`src/rtl/dm_arbiter.sv`:
```
// Two-requester round-robin arbiter in front of a single-port data memory.
// Each access runs IDLE/RESP -> ACCESS -> RESP, with its payload latched at the grant edge.
module dm_arbiter #(
  parameter logic [31:0] ADDR_LIMIT = 32'h0000_3000
) (
  input  logic        clk,
  input  logic        reset,
  input  logic        m0_req,
  input  logic        m1_req,
  input  logic        m0_we,
  input  logic        m1_we,
  input  logic [31:0] m0_addr,
  input  logic [31:0] m1_addr,
  input  logic [31:0] m0_wdata,
  input  logic [31:0] m1_wdata,
  input  logic [31:0] m0_pc,
  input  logic [31:0] m1_pc,
  output logic        m0_gnt,
  output logic        m1_gnt,
  output logic        m0_rvalid,
  output logic        m1_rvalid,
  output logic        m_err,
  output logic [31:0] m_rdata,
  output logic        dm_we,
  output logic [31:0] dm_addr,
  output logic [31:0] dm_wdata,
  output logic [31:0] dm_pc,
  input  logic [31:0] dm_rdata
);

  typedef enum logic [1:0] {IDLE = 2'd0, ACCESS = 2'd1, RESP = 2'd2} state_t;

  state_t      state, state_next;
  logic        lat_we, lat_err, lat_id, last_grant;
  logic [31:0] lat_addr, lat_wdata, lat_pc;
  logic        arb_en, win_id, sel_we, sel_err;
  logic [31:0] sel_addr, sel_wdata, sel_pc;

  // A lone requester always wins; under contention the one not granted last wins.
  always_comb begin
    win_id = m1_req;
    if (m0_req && m1_req) win_id = ~last_grant;
    sel_we    = win_id ? m1_we    : m0_we;
    sel_addr  = win_id ? m1_addr  : m0_addr;
    sel_wdata = win_id ? m1_wdata : m0_wdata;
    sel_pc    = win_id ? m1_pc    : m0_pc;
    sel_err   = (sel_addr[1:0] != 2'b00) || (sel_addr >= ADDR_LIMIT);
    arb_en    = (state != ACCESS) && (m0_req || m1_req);
  end

  always_comb begin
    state_next = state;
    case (state)
      IDLE, RESP: state_next = arb_en ? ACCESS : IDLE;
      ACCESS:     state_next = RESP;
      default:    state_next = IDLE;
    endcase
  end

  always_ff @(posedge clk or negedge reset) begin
    if (!reset) state <= IDLE;
    else        state <= state_next;
  end

  // Request registers double as the held dm_* bus values between accesses.
  always_ff @(posedge clk or negedge reset) begin
    if (!reset) begin
      lat_we     <= 1'b0;
      lat_err    <= 1'b0;
      lat_id     <= 1'b0;
      lat_addr   <= '0;
      lat_wdata  <= '0;
      lat_pc     <= '0;
      last_grant <= 1'b1;
    end else if (arb_en) begin
      lat_we     <= sel_we;
      lat_err    <= sel_err;
      lat_id     <= win_id;
      lat_addr   <= sel_addr;
      lat_wdata  <= sel_wdata;
      lat_pc     <= sel_pc;
      last_grant <= win_id;
    end
  end

  always_ff @(posedge clk or negedge reset) begin
    if (!reset)                           m_rdata <= '0;
    else if (state == ACCESS && !lat_we)  m_rdata <= dm_rdata;
  end

  assign m0_gnt    = (state == ACCESS) && !lat_id;
  assign m1_gnt    = (state == ACCESS) &&  lat_id;
  assign m0_rvalid = (state == RESP)   && !lat_id;
  assign m1_rvalid = (state == RESP)   &&  lat_id;
  assign m_err     = (state == RESP)   &&  lat_err;
  assign dm_we     = (state == ACCESS) &&  lat_we && !lat_err;
  assign dm_addr   = lat_addr;
  assign dm_wdata  = lat_wdata;
  assign dm_pc     = lat_pc;

endmodule
```
`config.mk`:
```
export PLATFORM = sky130hd
export DESIGN_NAME = dm_arbiter
export DESIGN_NICKNAME = d
export VERILOG_FILES = /design/src/rtl/dm_arbiter.sv
export SDC_FILE = /design/constraint.sdc
export NUM_CORES = 1
export LEC_CHECK = 0
export CAP_MARGIN = 20
export CORE_AREA = 2 2 139 141
export DETAILED_ROUTE_END_ITERATION = 10
export DIE_AREA = 0 0 141 143
export PLACE_DENSITY_LB_ADDON = 0.3
export SLEW_MARGIN = 30
export SYNTH_ARGS = -nofsm -noshare
export SYNTH_HDL_FRONTEND = slang
export SYNTH_SLANG_ARGS = --single-unit
```
`constraint.sdc`:
```
create_clock -name clk -period 3.8 [get_ports clk]
set_clock_uncertainty 0.2 [all_clocks]
set_input_delay 0.76 -clock clk [delete_from_list [all_inputs] [get_ports clk]]
set_output_delay 0.76 -clock clk [all_outputs]
set_load 0.01 [all_outputs]
```
==> results of run 1 <==
-- state kept, by name, indices dropped and copies added (netlist names) --
register,flops
dm_addr,32
dm_pc,32
dm_wdata,32
m_rdata,32
state,2
last_grant,1
lat_err,1
lat_id,1
lat_we,1
-- power by group --
group          leakage (nW)  internal, mW  switching, mW
clock                 0.299          1.00          0.673
combinational          2.45          1.26          0.863
sequential             1.51          1.85          0.225
total                  4.26          4.11           1.76
-- how the worst max path moves through the flow --
stage	from	endpoint	slack, ps	cells past startpoint
6_report	state[1]	dm_we	910	3
5_1_grt	state[1]	dm_we	800	3
4_1_cts	state[1]	dm_we	880	3
3_5_place_dp	m1_req	dm_pc[5]	1130	5
3_3_place_gp	m1_req	dm_pc[17]	1190	5
2_1_floorplan	state[1]	dm_we	1920	2
-- Yosys cell counts (all sizes together) --
cell and instances:
mux2 32, nand3 1, a31oi 2, nand2b 1, a21oi 98, buf 35, nand2 5, o21ai 2
mux2i 97, inv 1, nand4b 1, nor2 103, dfrtp 133, and3b 2, nor3b 2, a21boi 1
nand4 2, dfstp 1, and2 1, nor4 10
-- final cells by class --
cell class	instances	area [sq um]	share of cell area
clock inverter	14	166	0.0159
tap	234	293	0.0280
inverter	1	3.75	0.000359
sequential	134	3350	0.321
timing repair buffer	370	3770	0.361
clock buffer	18	439	0.0420
multi-input combinational	360	2420	0.232
-- metrics by stage --
stage	power [mW]	hold WS (ps)	instances
2_1_floorplan	2.93	264	530
3_3_place_gp	4.21	268	1098
3_5_place_dp	4.24	277	1098
4_1_cts	5.95	143	1130
5_1_grt	6.19	159	1131
6_report	5.87	128	1131
-- per-layer routing --
layer | global-route usage | wire length (microns)
met4 | 0.0605 | 351
met5 | 0 | 0
met1 | 0.206 | 7240
met2 | 0.326 | 9360
met3 | 0.0677 | 1670
-- worst register-to-register path, stage by stage (launching register included) --
cell and delay (ps):
sky130_fd_sc_hd__dfrtp_1 390, sky130_fd_sc_hd__nand2b_2 280, sky130_fd_sc_hd__nor2_4 360, sky130_fd_sc_hd__buf_16 230, sky130_fd_sc_hd__mux2_2 360
-- logic make-up (layout without fill, tap and decap cells) --
| kind of cell | count (synthesis) | count (layout) | synth area share |
|---|---|---|---|
| and+or+nand+nor | 128 | 128 | 0.0922 |
| buffers and inverters | 36 | 403 | 0.0374 |
| AOI/OAI and AO/OA | 103 | 103 | 0.0876 |
| DFF | 134 | 134 | 0.560 |
| muxes | 129 | 129 | 0.222 |
==> impl_metrics.csv, run 1 <==
group,metric,value,unit
sta,timing_max_transition_violations_final,0,
cts,holdBufCountCts,0,
synthesis,synthesis.instances,530,
sta,tightestPinTransition,614,ps
routing,routed_wirelength,18600,microns
routing,firstDrtPassIters,4,
synthesis,synth_area_leaders,"sky130_fd_sc_hd__dfrtp_1, sky130_fd_sc_hd__mux2i_1, sky130_fd_sc_hd__a21oi_1, sky130_fd_sc_hd__nor2_1, sky130_fd_sc_hd__mux2_2",
cts,sink_count,134,
finish,final_layout_size_suffix_gt1_frac,0.0803,
finish,final_util,0.562,
finish,antenna_cells,0,
routing,avgViaCountPerCell,4.66,
power_and_ir_drop,vdd.ir_drop.worst,292,uV
critical_path,setup_crit_end_kind,"output port",
routing,dr_total_vias,5270,
sta,fin_crit,2890,ps
critical_path,reg2reg_depth,4,
critical_path,worst-r2r-setup-slack,1850,ps
die,initial_core_util,0.322,
placed_design,dpl_cell_area,9810,sq um
finish,final_common_cell,"sky130_fd_sc_hd__clkdlybuf4s50_1",
cts,clock-root-buffer,"sky130_fd_sc_hd__clkbuf_16",
sta,final_hold_viol_count,0,
die,design.portCount,364,
flow_run,drv.max_cap_violation_count,0,
grt,grt_antenna_before_repair,0,
die,floorplan.die.height,143,microns
sta,fin_tns_setup,0,ps
critical_path,crit_path_cells,"nand2b_2 -> nor3b_1 -> clkdlybuf4s50_1",
critical_path,timing.setup.critical_path_class,"flip-flop to output port",
sta,rsz0062_at_grt,"false",
grt,grt_usage,0.184,
placed_design,half_perimeter_wire_length_of_the_detailed_placement_result,14100,microns
synthesis,syn_area_per_cell,11.3,sq um
synthesis,netlist_area,5990,sq um
finish,finalNetCount,1114,
routing,final_antenna_violating_net_count,0,
critical_path,cpLargestDelayFamily,"buffers and inverters",
cts,cts_h_tree_lvls,4,
critical_path,critical_path_arrival,1930,ps
critical_path,startpoint_class,"flip-flop",
critical_path,critical_path_peak_fanout,7,
cts,cts_inserted_buffers,17,
synthesis,syn_nets,760,
synthesis,post_synth_num_cell_types,24,
placed_design,gp_congestion,0.773,
placed_design,placement.io_buffers,363,
die,die_x,141,microns
placed_design,pre_cts_ws,1130,ps
power_and_ir_drop,power_density_cells,562,nW/um^2
sta,setup_viol_count_final,0,
synthesis,ys.warnings.count,0,
grt,maximum_number_of_pins_on_one_net_before_global_route_repair,111,
critical_path,cp_slowest_stage_delay,600,ps
finish,most-common-layout-cells,"sky130_fd_sc_hd__clkdlybuf4s50_1, sky130_fd_sc_hd__dfrtp_1, sky130_fd_sc_hd__nor2_1, sky130_fd_sc_hd__a21oi_1, sky130_fd_sc_hd__mux2i_1",
synthesis,cell_type_with_the_highest_aggregate_area_in_the_netlist,"sky130_fd_sc_hd__dfrtp_1",
die,die_area,20200,sq um
critical_path,required,2840,ps
grt,grt_pass1_wl,28700,microns
synthesis,seq_area_frac_synth,0.560,
cts,cts_buffer_depth,2,
cts,cts_tree,"done",
finish,layout.cell_area.non_filler,10400,sq um
status,outcome,"finished clean",
cts,clock_latency,400,ps
critical_path,worstPathBufferInverterCount,1,
cts,cts.reportedPaths.clkPinSlew,60,ps
die,floorplan.rows,50,
synthesis,area_fraction_of_the_dominant_cell_type_after_synthesis,0.556,
power_and_ir_drop,p_leak,4.26,nW
synthesis,synth_seq_cells,134,
routing,detail_route.wl_per_cell,16.5,microns
die,coreArea,18600,sq um
finish,filler_cell_count,1630,
worst_hold_path,min_path_type,"primary input to async pin",
critical_path,rr_endpoint,"m_rdata[25]",
critical_path,r2r-start,"state[1]",
sta,setup_ws,914,ps
grt,gr-total-overflow,0,
sta,fmax,347,MHz
cts,cts_resized,0,
sta,layout_worst_path_cycle_share,0.759,
sta,worst_slew_margin_rel,0.591,
grt,grt_pass1_vias,5453,
critical_path,crit_path_top_delay_cell,"sky130_fd_sc_hd__clkdlybuf4s50_1",
routing,detail_route.iter0.violations,143,
finish,area_growth_from_synthesis_to_final_layout,74.5,%
routing,drc,0,
cts,cts.repair_timing.setup_buffer_count,0,
(Power assumes the default switching activity.)
==> inputs of run 2 (changes only) <==
CORE_AREA = 2 2 141 143   (was 2 2 139 141)
DIE_AREA = 0 0 143 145   (was 0 0 141 143)
clock period = 2.75 ns   (was 3.8 ns; I/O delays follow)
==> run 2 against run 1 <==
  * Combinational power rose by 39%
  * Routed wire length increased by 6.8%
  * First-iteration DRC count grew 7.0%
  * Largest cell class unchanged
  * Die area is 2.8% higher
  * Global-route usage grew 0.68 points
  * Utilization decreased by 1.2 points
==> impl_metrics.csv, run 2 (same netlist as run 1, synthesis figures left out) <==
group,metric,value,unit
status,outcome,"finished clean",
cts,sink_count,134,
grt,maximum_number_of_pins_on_one_net_before_global_route_repair,83,
critical_path,critical_path_arrival,1800,ps
finish,layout.cell_area.non_filler,10600,sq um
placed_design,placement.io_buffers,363,
die,initial_core_util,0.312,
critical_path,critical_path_peak_fanout,7,
cts,clock-root-buffer,"sky130_fd_sc_hd__clkbuf_16",
sta,tightestPinTransition,677,ps
die,die_area,20700,sq um
power_and_ir_drop,combinationalPowerShare,0.356,
finish,final_cells,1169,
power_and_ir_drop,p_int,5.85,mW
critical_path,required,2000,ps
power_and_ir_drop,power_density_cells,783,nW/um^2
placed_design,place_inst,1136,
die,coreArea,19200,sq um
sta,final_hold_viol_count,0,
cts,cts.reportedPaths.clkPinSlew,60,ps
finish,finalNetCount,1121,
sta,worst_slew_margin_rel,0.549,
power_and_ir_drop,fraction_of_power_spent_switching_nets,0.293,
routing,drc,0,
finish,antenna_cells,0,
worst_hold_path,min_path_type,"flip-flop to flip-flop",
sta,setup_viol_count_final,0,
grt,grt_pass1_wl,30200,microns
routing,detail_route.wl_per_cell,17.0,microns
routing,firstDrtPassIters,4,
critical_path,setup_crit_end_kind,"output port",
sta,fin_crit,2550,ps
power_and_ir_drop,p_leak,4.33,nW
power_and_ir_drop,vdd.ir_drop.worst,415,uV
cts,cts_tree,"done",
critical_path,reg2reg_depth,6,
grt,gr-total-overflow,0,
sta,fin_tns_setup,0,ps
cts,cts_inserted_buffers,17,
worst_hold_path,worstHoldPathCells,1,
power_and_ir_drop,clock_power_share,0.298,
routing,detail_route.iter0.violations,153,
die,floorplan.rows,51,
die,design.portCount,364,
grt,grt_antenna_before_repair,0,
cts,cts.repair_timing.setup_buffer_count,0,
finish,most-common-layout-cells,"sky130_fd_sc_hd__clkdlybuf4s50_1, sky130_fd_sc_hd__dfrtp_1, sky130_fd_sc_hd__nor2_1, sky130_fd_sc_hd__a21oi_1, sky130_fd_sc_hd__mux2i_1",
routing,avgViaCountPerCell,4.58,
critical_path,r2r-start,"state[0]",
critical_path,startpoint_class,"flip-flop",
grt,grt_pass1_vias,5573,
power_and_ir_drop,pwr-share-seq,0.346,
critical_path,worst-r2r-setup-slack,790,ps
sta,rsz0062_at_grt,"false",
worst_hold_path,worstHoldEndpoint,"m_rdata[16]",
placed_design,gp_congestion,0.802,
finish,final_common_cell,"sky130_fd_sc_hd__clkdlybuf4s50_1",
grt,grt_usage,0.191,
cts,cts_h_tree_lvls,4,
flow_run,drv.max_cap_violation_count,0,
finish,area_growth_from_synthesis_to_final_layout,76.6,%
sta,layout_worst_path_cycle_share,0.927,
power_and_ir_drop,switchingPower,2.42,mW
sta,fmax,392,MHz
sta,timing_max_transition_violations_final,0,
critical_path,timing.setup.critical_path_class,"flip-flop to output port",
routing,final_antenna_violating_net_count,0,
die,floorplan.die.height,145,microns
worst_hold_path,timing.hold.worst.start,"m_rdata[16]",
routing,routed_wirelength,19900,microns
cts,cts_buffer_depth,2,
critical_path,rr_endpoint,"dm_pc[0]",
placed_design,dpl_cell_area,9920,sq um
placed_design,half_perimeter_wire_length_of_the_detailed_placement_result,15400,microns
finish,final_layout_size_suffix_gt1_frac,0.0852,
routing,dr_total_vias,5358,
die,die_x,143,microns
cts,clock_latency,410,ps
==> run 2: cell count changes in the layout (fill, tap and decap cells not counted), sizes merged <==
cell           delta
buf               +6
bufinv            +2
clkbuf            +1
clkdlybuf4s50     -2
clkinv            -4
clkinvlp          +3
dlygate4sd3       +1
dlymetal6s2s      +2
inv               -2
==> run 2: power groups by stage <==
stage / logic (mW) / clock network, mW / registers [mW]
global placement: 2.95 / 0 / 2.89
floorplan: 0.903 / 0 / 3.15
global route: 3.17 / 2.62 / 2.94
CTS: 3.00 / 2.53 / 2.88
finish: 2.95 / 2.46 / 2.87
detailed placement: 2.99 / 0 / 2.90
==> run 2: timing repair <==
action	4_1_cts	5_1_grt
endpoints found under the hold margin	40	0
endpoints found under the setup margin	0	2
hold buffers	1	0
gates resized for setup	0	2
==> run 2: worst max-delay path, cell delays in order, from the launching register on <==
cell and delay, ps:
sky130_fd_sc_hd__dfrtp_1 390, sky130_fd_sc_hd__nand2b_2 280, sky130_fd_sc_hd__nor2_1 140, sky130_fd_sc_hd__clkdlybuf4s50_1 590
==> run 2: area by class of cell <==
class	instances	area, sq um
clock buffers	19	443
inverters	1	3.75
repair buffers	377	3820
fillers	1689	8640
multi-input cells	360	2420
flip-flops and latches	134	3350
well taps	265	332
clock inverters	13	195
==> run 2: worst max-delay path by stage <==
stage                     depth (start not counted)  slack [ps]           to  startpoint
after floorplan                                   2        1080        dm_we    state[1]
after global placement                            6         280      lat_err      m0_req
after detailed placement                          6         230  dm_addr[25]      m0_req
after CTS                                         4          30       m1_gnt    state[1]
after global routing                              3          60       m0_gnt    state[1]
final                                             3         200       m0_gnt    state[1]
==> run 2: metrics by stage <==
stage,setup slack [ps],util,power [mW],hold WS [ps]
finish,200,0.550,8.28,283
global placement,281,0.516,5.84,268
detailed placement,226,0.516,5.89,274
floorplan,1080,-,4.05,54.4
global route,64.1,0.550,8.73,301
CTS,26.4,0.550,8.41,287
==> run 2: layer usage <==
metal,global-route usage,part of all wire,vias to the layer above
met5,0,0,-
met4,0.0545,0.011,0
li1,-,-,2593
met3,0.0805,0.10,14
met1,0.207,0.38,2514
met2,0.337,0.51,237
